$ cat config.mk
export PLATFORM = sky130hd
export DESIGN_NAME = ddr_line_fetch_flat
export DESIGN_NICKNAME = d
export VERILOG_FILES = /design/src/rtl/ddr_line_fetch_if.sv /design/src/rtl/ddr_line_fetch.sv /design/src/flat_wrapper.sv
export SDC_FILE = /design/constraint.sdc
export NUM_CORES = 2
export LEC_CHECK = 0
export ABC_CLOCK_PERIOD_IN_PS = 4700
export CAP_MARGIN = 20
export CORE_AREA = 2 2 423 425
export CTS_CLUSTER_DIAMETER = 100
export DETAILED_ROUTE_END_ITERATION = 12
export DIE_AREA = 0 0 425 427
export GPL_TIMING_DRIVEN = 0
export PLACE_DENSITY = 0.38
export SYNTH_ARGS = -nofsm -noshare
export SYNTH_HDL_FRONTEND = slang
export SYNTH_SLANG_ARGS = --single-unit
$ cat constraint.sdc
create_clock -name DDRAM_CLK -period 4.7 [get_ports DDRAM_CLK]
set_clock_uncertainty 0.2 [all_clocks]
set_input_delay 1.41 -clock DDRAM_CLK [delete_from_list [all_inputs] [get_ports DDRAM_CLK]]
set_output_delay 1.41 -clock DDRAM_CLK [all_outputs]
set_load 0.02 [all_outputs]
$ cat src/rtl/ddr_line_fetch_if.sv
// Memory-side bus between the line fetcher (master) and the DDR controller's
// 960b capture channels (slave).
// Handshake: mem_rd is a single-cycle request pulse carrying mem_addr, mem_rd_ch and
// mem_burst. At most one read is in flight. mem_dready is a single-cycle pulse once
// the burst sits in that channel. mem960_dout shows the channel picked by mem_dout_ch.
interface ddr_line_fetch_if;
  logic [26:0]  mem_addr;
  logic         mem_rd;
  logic         mem_rd_ch;
  logic [7:0]   mem_burst;
  logic         mem_dout_ch;
  logic         mem_busy;
  logic         mem_dready;
  logic [959:0] mem960_dout;

  modport master (
    output mem_addr, mem_rd, mem_rd_ch, mem_burst, mem_dout_ch,
    input  mem_busy, mem_dready, mem960_dout
  );

  modport slave (
    input  mem_addr, mem_rd, mem_rd_ch, mem_burst, mem_dout_ch,
    output mem_busy, mem_dready, mem960_dout
  );
endinterface

$ cat src/rtl/ddr_line_fetch.sv
// Fetches one line of packed 24bpp pixels as ping-pong chunk reads and serialises them
// to a FWFT pixel port. Define LINE_FETCH_STATS_EN to add the underrun_cnt output.
module ddr_line_fetch #(
  parameter int WORDS = 15
) (
  input  logic        DDRAM_CLK,
  input  logic        reset,
  input  logic        line_start,
  input  logic [26:0] line_base,
  input  logic [11:0] line_pixels,
  input  logic        pix_rd,
  output logic [23:0] pix_data,
  output logic        pix_valid,
  output logic        line_done,
  output logic        underrun,
  output logic [1:0]  dbg_state_o,
`ifdef LINE_FETCH_STATS_EN
  output logic [15:0] underrun_cnt,
`endif
  ddr_line_fetch_if.master mem
);
  localparam int              CPX       = WORDS * 8 / 3;
  localparam int              KW        = $clog2(CPX);
  localparam logic [26:0]     ADDR_STEP = 27'(WORDS * 4);
  localparam logic [11:0]     CPX_W     = 12'(CPX);
  localparam logic [KW-1:0]   K_LAST    = KW'(CPX - 1);

  localparam logic [1:0] R_IDLE  = 2'd0;
  localparam logic [1:0] R_CHECK = 2'd1;
  localparam logic [1:0] R_ISSUE = 2'd2;
  localparam logic [1:0] R_WAIT  = 2'd3;

  logic [1:0]    state_q, state_d;
  logic [26:0]   addr_q, addr_d;
  logic [11:0]   req_left_q, req_left_d;   // pixels not yet covered by a completed chunk
  logic [11:0]   pix_left_q, pix_left_d;
  logic [KW-1:0] k_q, k_d;
  logic [1:0]    full_q, full_d;
  logic          wch_q, wch_d;
  logic          rch_q, rch_d;
  logic          active_q, active_d;
  logic          drain_q, drain_d;
  logic          done_q, done_d;
  logic          underrun_q, underrun_d;

  logic          pop, last_pix, chunk_rel, miss, outstanding;
  logic [9:0]    pix_sel;
  logic          unused_base;

  assign unused_base = ^line_base[1:0];

  assign pix_valid = full_q[rch_q] && active_q && (pix_left_q != 12'd0);
  assign pix_sel   = 10'(k_q) * 10'd24;
  assign pix_data  = pix_valid ? mem.mem960_dout[pix_sel +: 24] : 24'd0;

  assign pop         = pix_rd && pix_valid;
  assign miss        = pix_rd && !pix_valid && active_q;
  assign last_pix    = (pix_left_q == 12'd1);
  assign chunk_rel   = pop && ((k_q == K_LAST) || last_pix);
  assign outstanding = (state_q == R_ISSUE) || ((state_q == R_WAIT) && !mem.mem_dready);

  assign line_done   = done_q;
  assign underrun    = underrun_q;
  assign dbg_state_o = state_q;

  assign mem.mem_rd      = (state_q == R_ISSUE);
  assign mem.mem_rd_ch   = wch_q;
  assign mem.mem_addr    = addr_q;
  assign mem.mem_burst   = 8'(WORDS);
  assign mem.mem_dout_ch = rch_q;

  always_comb begin
    state_d    = state_q;
    addr_d     = addr_q;
    req_left_d = req_left_q;
    pix_left_d = pix_left_q;
    k_d        = k_q;
    full_d     = full_q;
    wch_d      = wch_q;
    rch_d      = rch_q;
    active_d   = active_q;
    drain_d    = drain_q;
    done_d     = 1'b0;
    underrun_d = underrun_q;

    if (line_start) begin
      // A read already handed to the controller must complete before the next one.
      state_d    = outstanding ? R_WAIT : ((line_pixels != 12'd0) ? R_CHECK : R_IDLE);
      drain_d    = outstanding;
      addr_d     = {line_base[26:2], 2'b00};
      req_left_d = line_pixels;
      pix_left_d = line_pixels;
      k_d        = '0;
      full_d     = 2'b00;
      wch_d      = 1'b0;
      rch_d      = 1'b0;
      active_d   = (line_pixels != 12'd0);
      underrun_d = 1'b0;
    end else begin
      if (miss) underrun_d = 1'b1;

      case (state_q)
        R_IDLE: ;
        R_CHECK: begin
          if ((req_left_q != 12'd0) && !full_q[wch_q] && !mem.mem_busy) state_d = R_ISSUE;
        end
        R_ISSUE: state_d = R_WAIT;
        R_WAIT: begin
          if (mem.mem_dready) begin
            if (drain_q) begin
              drain_d = 1'b0;
              state_d = active_q ? R_CHECK : R_IDLE;
            end else begin
              full_d[wch_q] = 1'b1;
              wch_d         = ~wch_q;
              addr_d        = addr_q + ADDR_STEP;
              req_left_d    = (req_left_q > CPX_W) ? (req_left_q - CPX_W) : 12'd0;
              state_d       = R_CHECK;
            end
          end
        end
        default: state_d = R_IDLE;
      endcase

      // Capture fills wch while release empties rch; they never name the same channel here.
      if (pop) begin
        pix_left_d = pix_left_q - 12'd1;
        k_d        = k_q + KW'(1);
        if (chunk_rel) begin
          full_d[rch_q] = 1'b0;
          rch_d         = ~rch_q;
          k_d           = '0;
        end
        if (last_pix) begin
          done_d   = 1'b1;
          active_d = 1'b0;
          state_d  = R_IDLE;
        end
      end
    end
  end

  always_ff @(posedge DDRAM_CLK) begin
    if (reset) begin
      state_q    <= R_IDLE;
      addr_q     <= '0;
      req_left_q <= '0;
      pix_left_q <= '0;
      k_q        <= '0;
      full_q     <= 2'b00;
      wch_q      <= 1'b0;
      rch_q      <= 1'b0;
      active_q   <= 1'b0;
      drain_q    <= 1'b0;
      done_q     <= 1'b0;
      underrun_q <= 1'b0;
    end else begin
      state_q    <= state_d;
      addr_q     <= addr_d;
      req_left_q <= req_left_d;
      pix_left_q <= pix_left_d;
      k_q        <= k_d;
      full_q     <= full_d;
      wch_q      <= wch_d;
      rch_q      <= rch_d;
      active_q   <= active_d;
      drain_q    <= drain_d;
      done_q     <= done_d;
      underrun_q <= underrun_d;
    end
  end

`ifdef LINE_FETCH_STATS_EN
  logic [15:0] underrun_cnt_q;

  assign underrun_cnt = underrun_cnt_q;

  always_ff @(posedge DDRAM_CLK) begin
    if (reset) begin
      underrun_cnt_q <= '0;
    end else if (miss && (underrun_cnt_q != 16'hFFFF)) begin
      underrun_cnt_q <= underrun_cnt_q + 16'd1;
    end
  end
`endif

endmodule

$ cat src/flat_wrapper.sv
// flat-port wrapper written by rule: the top's interface ports become plain ports
module ddr_line_fetch_flat 
#(
  parameter int WORDS = 15
)
  (DDRAM_CLK, reset, line_start, line_base, line_pixels, pix_rd, pix_data, pix_valid, line_done, underrun, dbg_state_o, mem_mem_addr, mem_mem_rd, mem_mem_rd_ch, mem_mem_burst, mem_mem_dout_ch, mem_mem_busy, mem_mem_dready, mem_mem960_dout);
  ddr_line_fetch_if mem_i ();
  input  logic DDRAM_CLK;
  input  logic reset;
  input  logic line_start;
  input  logic [26:0] line_base;
  input  logic [11:0] line_pixels;
  input  logic pix_rd;
  output logic [23:0] pix_data;
  output logic pix_valid;
  output logic line_done;
  output logic underrun;
  output logic [1:0] dbg_state_o;
  output wire logic [$bits(mem_i.mem_addr)-1:0] mem_mem_addr;
  output wire logic [$bits(mem_i.mem_rd)-1:0] mem_mem_rd;
  output wire logic [$bits(mem_i.mem_rd_ch)-1:0] mem_mem_rd_ch;
  output wire logic [$bits(mem_i.mem_burst)-1:0] mem_mem_burst;
  output wire logic [$bits(mem_i.mem_dout_ch)-1:0] mem_mem_dout_ch;
  input wire logic [$bits(mem_i.mem_busy)-1:0] mem_mem_busy;
  input wire logic [$bits(mem_i.mem_dready)-1:0] mem_mem_dready;
  input wire logic [$bits(mem_i.mem960_dout)-1:0] mem_mem960_dout;
  assign mem_mem_addr = mem_i.mem_addr;
  assign mem_mem_rd = mem_i.mem_rd;
  assign mem_mem_rd_ch = mem_i.mem_rd_ch;
  assign mem_mem_burst = mem_i.mem_burst;
  assign mem_mem_dout_ch = mem_i.mem_dout_ch;
  assign mem_i.mem_busy = mem_mem_busy;
  assign mem_i.mem_dready = mem_mem_dready;
  assign mem_i.mem960_dout = mem_mem960_dout;
  ddr_line_fetch #(.WORDS(WORDS)) u_core (.DDRAM_CLK(DDRAM_CLK), .reset(reset), .line_start(line_start), .line_base(line_base), .line_pixels(line_pixels), .pix_rd(pix_rd), .pix_data(pix_data), .pix_valid(pix_valid), .line_done(line_done), .underrun(underrun), .dbg_state_o(dbg_state_o), .mem(mem_i));
endmodule
==> results_dict.tcl <==
set metrics [dict create \
    run_status "finished with violations" \
    violations "negative setup slack" \
    antenna_left 0 \
    netlist.top_cell.by_area "mux4_2" \
    fp.dieW_um 425 \
    cts_tree "done" \
    synthesis.instances 2524 \
    report.final.hold_viol_count 0 \
    postSynth.topFlopCell "dfxtp_1" \
    cell_pwr_density_nw_per_um2 77.9 \
    crit_type "flip-flop to output pin" \
    fin_area_um2 47100 \
    fp.dieH_um 427 \
    synthToLayoutAreaGrowth_pct 78.2 \
    floorplan.core_area_um2 177000 \
    cts_made_buffers 9 \
    timing.fmax_mhz 171 \
    max_slew.worst_pin.slew_ps 909 \
    total_leakage_power_uw 0.0155 \
    layout-drive-gt1-share_pct 35.2 \
    synth.lib_cells_used.distinct 89 \
    unrepaired_setup_endpoints_after_global_routing "true" \
    timing.max_cap.violations 0 \
    place_worst_setup_slack_ps -3860 \
    rows 155 \
    placement.cell_area_um2 40500 \
    drt_first_iter_violations 7318 \
    ir_drop_uv 114 \
    routed_via_density 6.34 \
    fillCellCount 19000 \
    period_share_pct 124 \
    synth_commonest_cells "mux4_2 (528), mux2i_1 (311), nand2_1 (228), a21oi_1 (144), nor2_1 (134)" \
    clock-root-buffer "clkbuf_16" \
    wire_per_inst_um 60.2 \
    tritoncts_num_sinks 65 \
    crit_path_time_final_ps 5850 \
    timing.critical_path.arrival_ps 4240 \
    grt_pass1_vias 37000 \
    place.gp.congestion 1.05 \
    grt_pass1_wl_mm 455 \
    detailedRoute.firstPassIterationCount 7 \
    yosysSeqAreaShare_pct 4.93 \
    cts_max_path_buffers 2 \
    yosysWarnings 0 \
    layout.nets 4807 \
    ys_ff_latch 65 \
    startpoint "u_core.k_q[0]$_SDFFE_PP0N_" \
    die_area_um2 181000 \
    timing.final.ws_setup_ps -1150 \
    report.final.setup_viol 24 \
    synth_edf_count 0 \
    cp_data_required_time_ps 3090 \
    area_contributors_post_synth "mux4_2 (45%), mux2i_1 (12%), dfxtp_1 (4.9%)" \
    overflow 0 \
    antenna_found_initial 224 \
    max_slew_headroom_at_the_worst_pin_pct 39.4 \
    ioPinCount 1072 \
    grt_max_degree 12 \
    drc 0 \
    cp-end-kind "output pin" \
    post_synth.cell_area_avg_um2 10.5 \
    port_buffers 1058 \
    cts_hold_buf 0 \
    hp-start "u_core.req_left_q[1]$_SDFFE_PP0P_" \
    netlist.area_leader.share_pct 45.0 \
    clock_tree.htree_level_count 3 \
    post-synth-top-count-cell "mux4_2" \
    slew_viol_final 0 \
    drt-total-wl_mm 377 \
    clk_pin_slew_worst_paths_ps 60 \
    start_util_pct 14.9 \
    dpl.cell_count 5973 \
    asyncSetResetFlopFracSynth_pct 0 \
    synth_area_um2 26400 \
    worst-path-max-fanout 12 \
    worst_setup_path_start_kind "flip-flop" \
    hpwl_mm 292 \
    via_count 39700 \
    grt_usage_pct 39.8 \
    r2r-start "u_core.pix_left_q[0]$_SDFFE_PP0P_" \
    clk-insertion-delay-late_ps 340 \
    holdCritPathClass "flip-flop to flip-flop" \
    final-instance-count-excl-fill 6265 \
]
timing repair:
action	4_1_cts	5_1_grt
pin swaps	81	74
resized for setup	1058	224
buffers inserted	113	46
gates cloned	8	1
endpoints found under the setup margin	25	25
registers in the layout (all words and copies together), names as in the netlist:
register and count:
u_core.dbg_state_o 2, u_core.k_q 6, u_core.pix_left_q 12, u_core.line_done 1, u_core.mem.mem_rd_ch 1, u_core.active_q 1, u_core.full_q 2, u_core.mem.mem_dout_ch 1
u_core.req_left_q 12, u_core.underrun 1, u_core.mem.mem_addr 25, u_core.drain_q 1
placed cells by master (no fill, tap or decap), types with 40 or more instances in the layout:
master and count:
dfxtp_1 62, mux4_2 531, mux2i_1 281, buf_12 94, buf_4 132, clkdlybuf4s50_1 887, dlygate4sd2_1 117, nor3_1 40
a21oi_1 118, buf_8 73, buf_6 112, diode_2 115, nor2_1 126, o21ai_0 100, nand2_1 212
path summary, 6_finish.rpt:
| path | endpoint | slack [ps] | cells past startpoint |
|---|---|---|---|
| worst max-delay path | pix_data[9] | -1150 | 12 |
| worst min-delay path | u_core.req_left_q[1]$_SDFFE_PP0P_ | 260 | 2 |
| worst max register to register | u_core.k_q[4]$_SDFFE_PP0N_ | 1740 | 9 |
| worst min register to register | u_core.req_left_q[1]$_SDFFE_PP0P_ | 260 | 2 |
per-stage QoR:
stage	total power, µW	hold WS, ps	setup TNS [ps]	util, %
after floorplan	1300	236	0	-
after global placement	2850	251	-92750	22.6
after detailed placement	2840	255	-80170	22.9
after CTS	3570	263	-18840	25.7
after global routing	3710	292	-18730	26.5
final	3670	261	-20290	26.6
layout make-up:
class / instances / area, µm² / share of cell area [%]
Timing Repair Buffer: 1253 / 12900 / 27.4
Buffer: 294 / 4340 / 9.22
Inverter: 29 / 109 / 0.231
Multi-Input combinational cell: 2138 / 24900 / 52.8
Sequential cell: 65 / 1310 / 2.78
Clock buffer: 13 / 250 / 0.532
Clock inverter: 3 / 40.0 / 0.0851
Antenna cell: 115 / 288 / 0.611
Tap cell: 2355 / 2950 / 6.26
kinds of logic (layout without fill, tap and decap cells):
kind of cell | Yosys count | count (layout) | synth area share [%]
AOI/OAI and AO/OA | 599 | 599 | 15.2
xor gates and xnor gates | 47 | 47 | 1.59
adders and majority gates | 12 | 12 | 0.597
buffers and inverters | 329 | 1592 | 8.25
DFF | 65 | 65 | 4.93
muxes | 886 | 886 | 59.2
other | 2 | 125 | 0.0284
and+or+nand+nor | 584 | 584 | 10.2
metal layers:
metal	GRT usage, %	up-vias	part of all wire [%]
met4	35.0	106	11
met5	0.0265	-	0.20
met2	58.8	4544	43
li1	-	13300	-
met3	16.7	1607	12
met1	43.7	20200	34
worst max-delay path: stages, from the launching register on:
cell	delay, ps
dfxtp_4	390
buf_6	210
buf_12	240
buf_12	230
buf_12	260
buf_12	290
buf_8	370
mux4_2	380
mux2i_2	450
o22ai_2	170
nor4_4	400
a211oi_4	160
buf_6	180
report_power, final:
part / switching [µW] / internal [µW] / total [µW]
Combinational: 1120 / 1250 / 2370
Clock: 262 / 424 / 687
Sequential: 34.8 / 578 / 613
Total: 1420 / 2250 / 3670
Power figures use the tool's default switching activity.
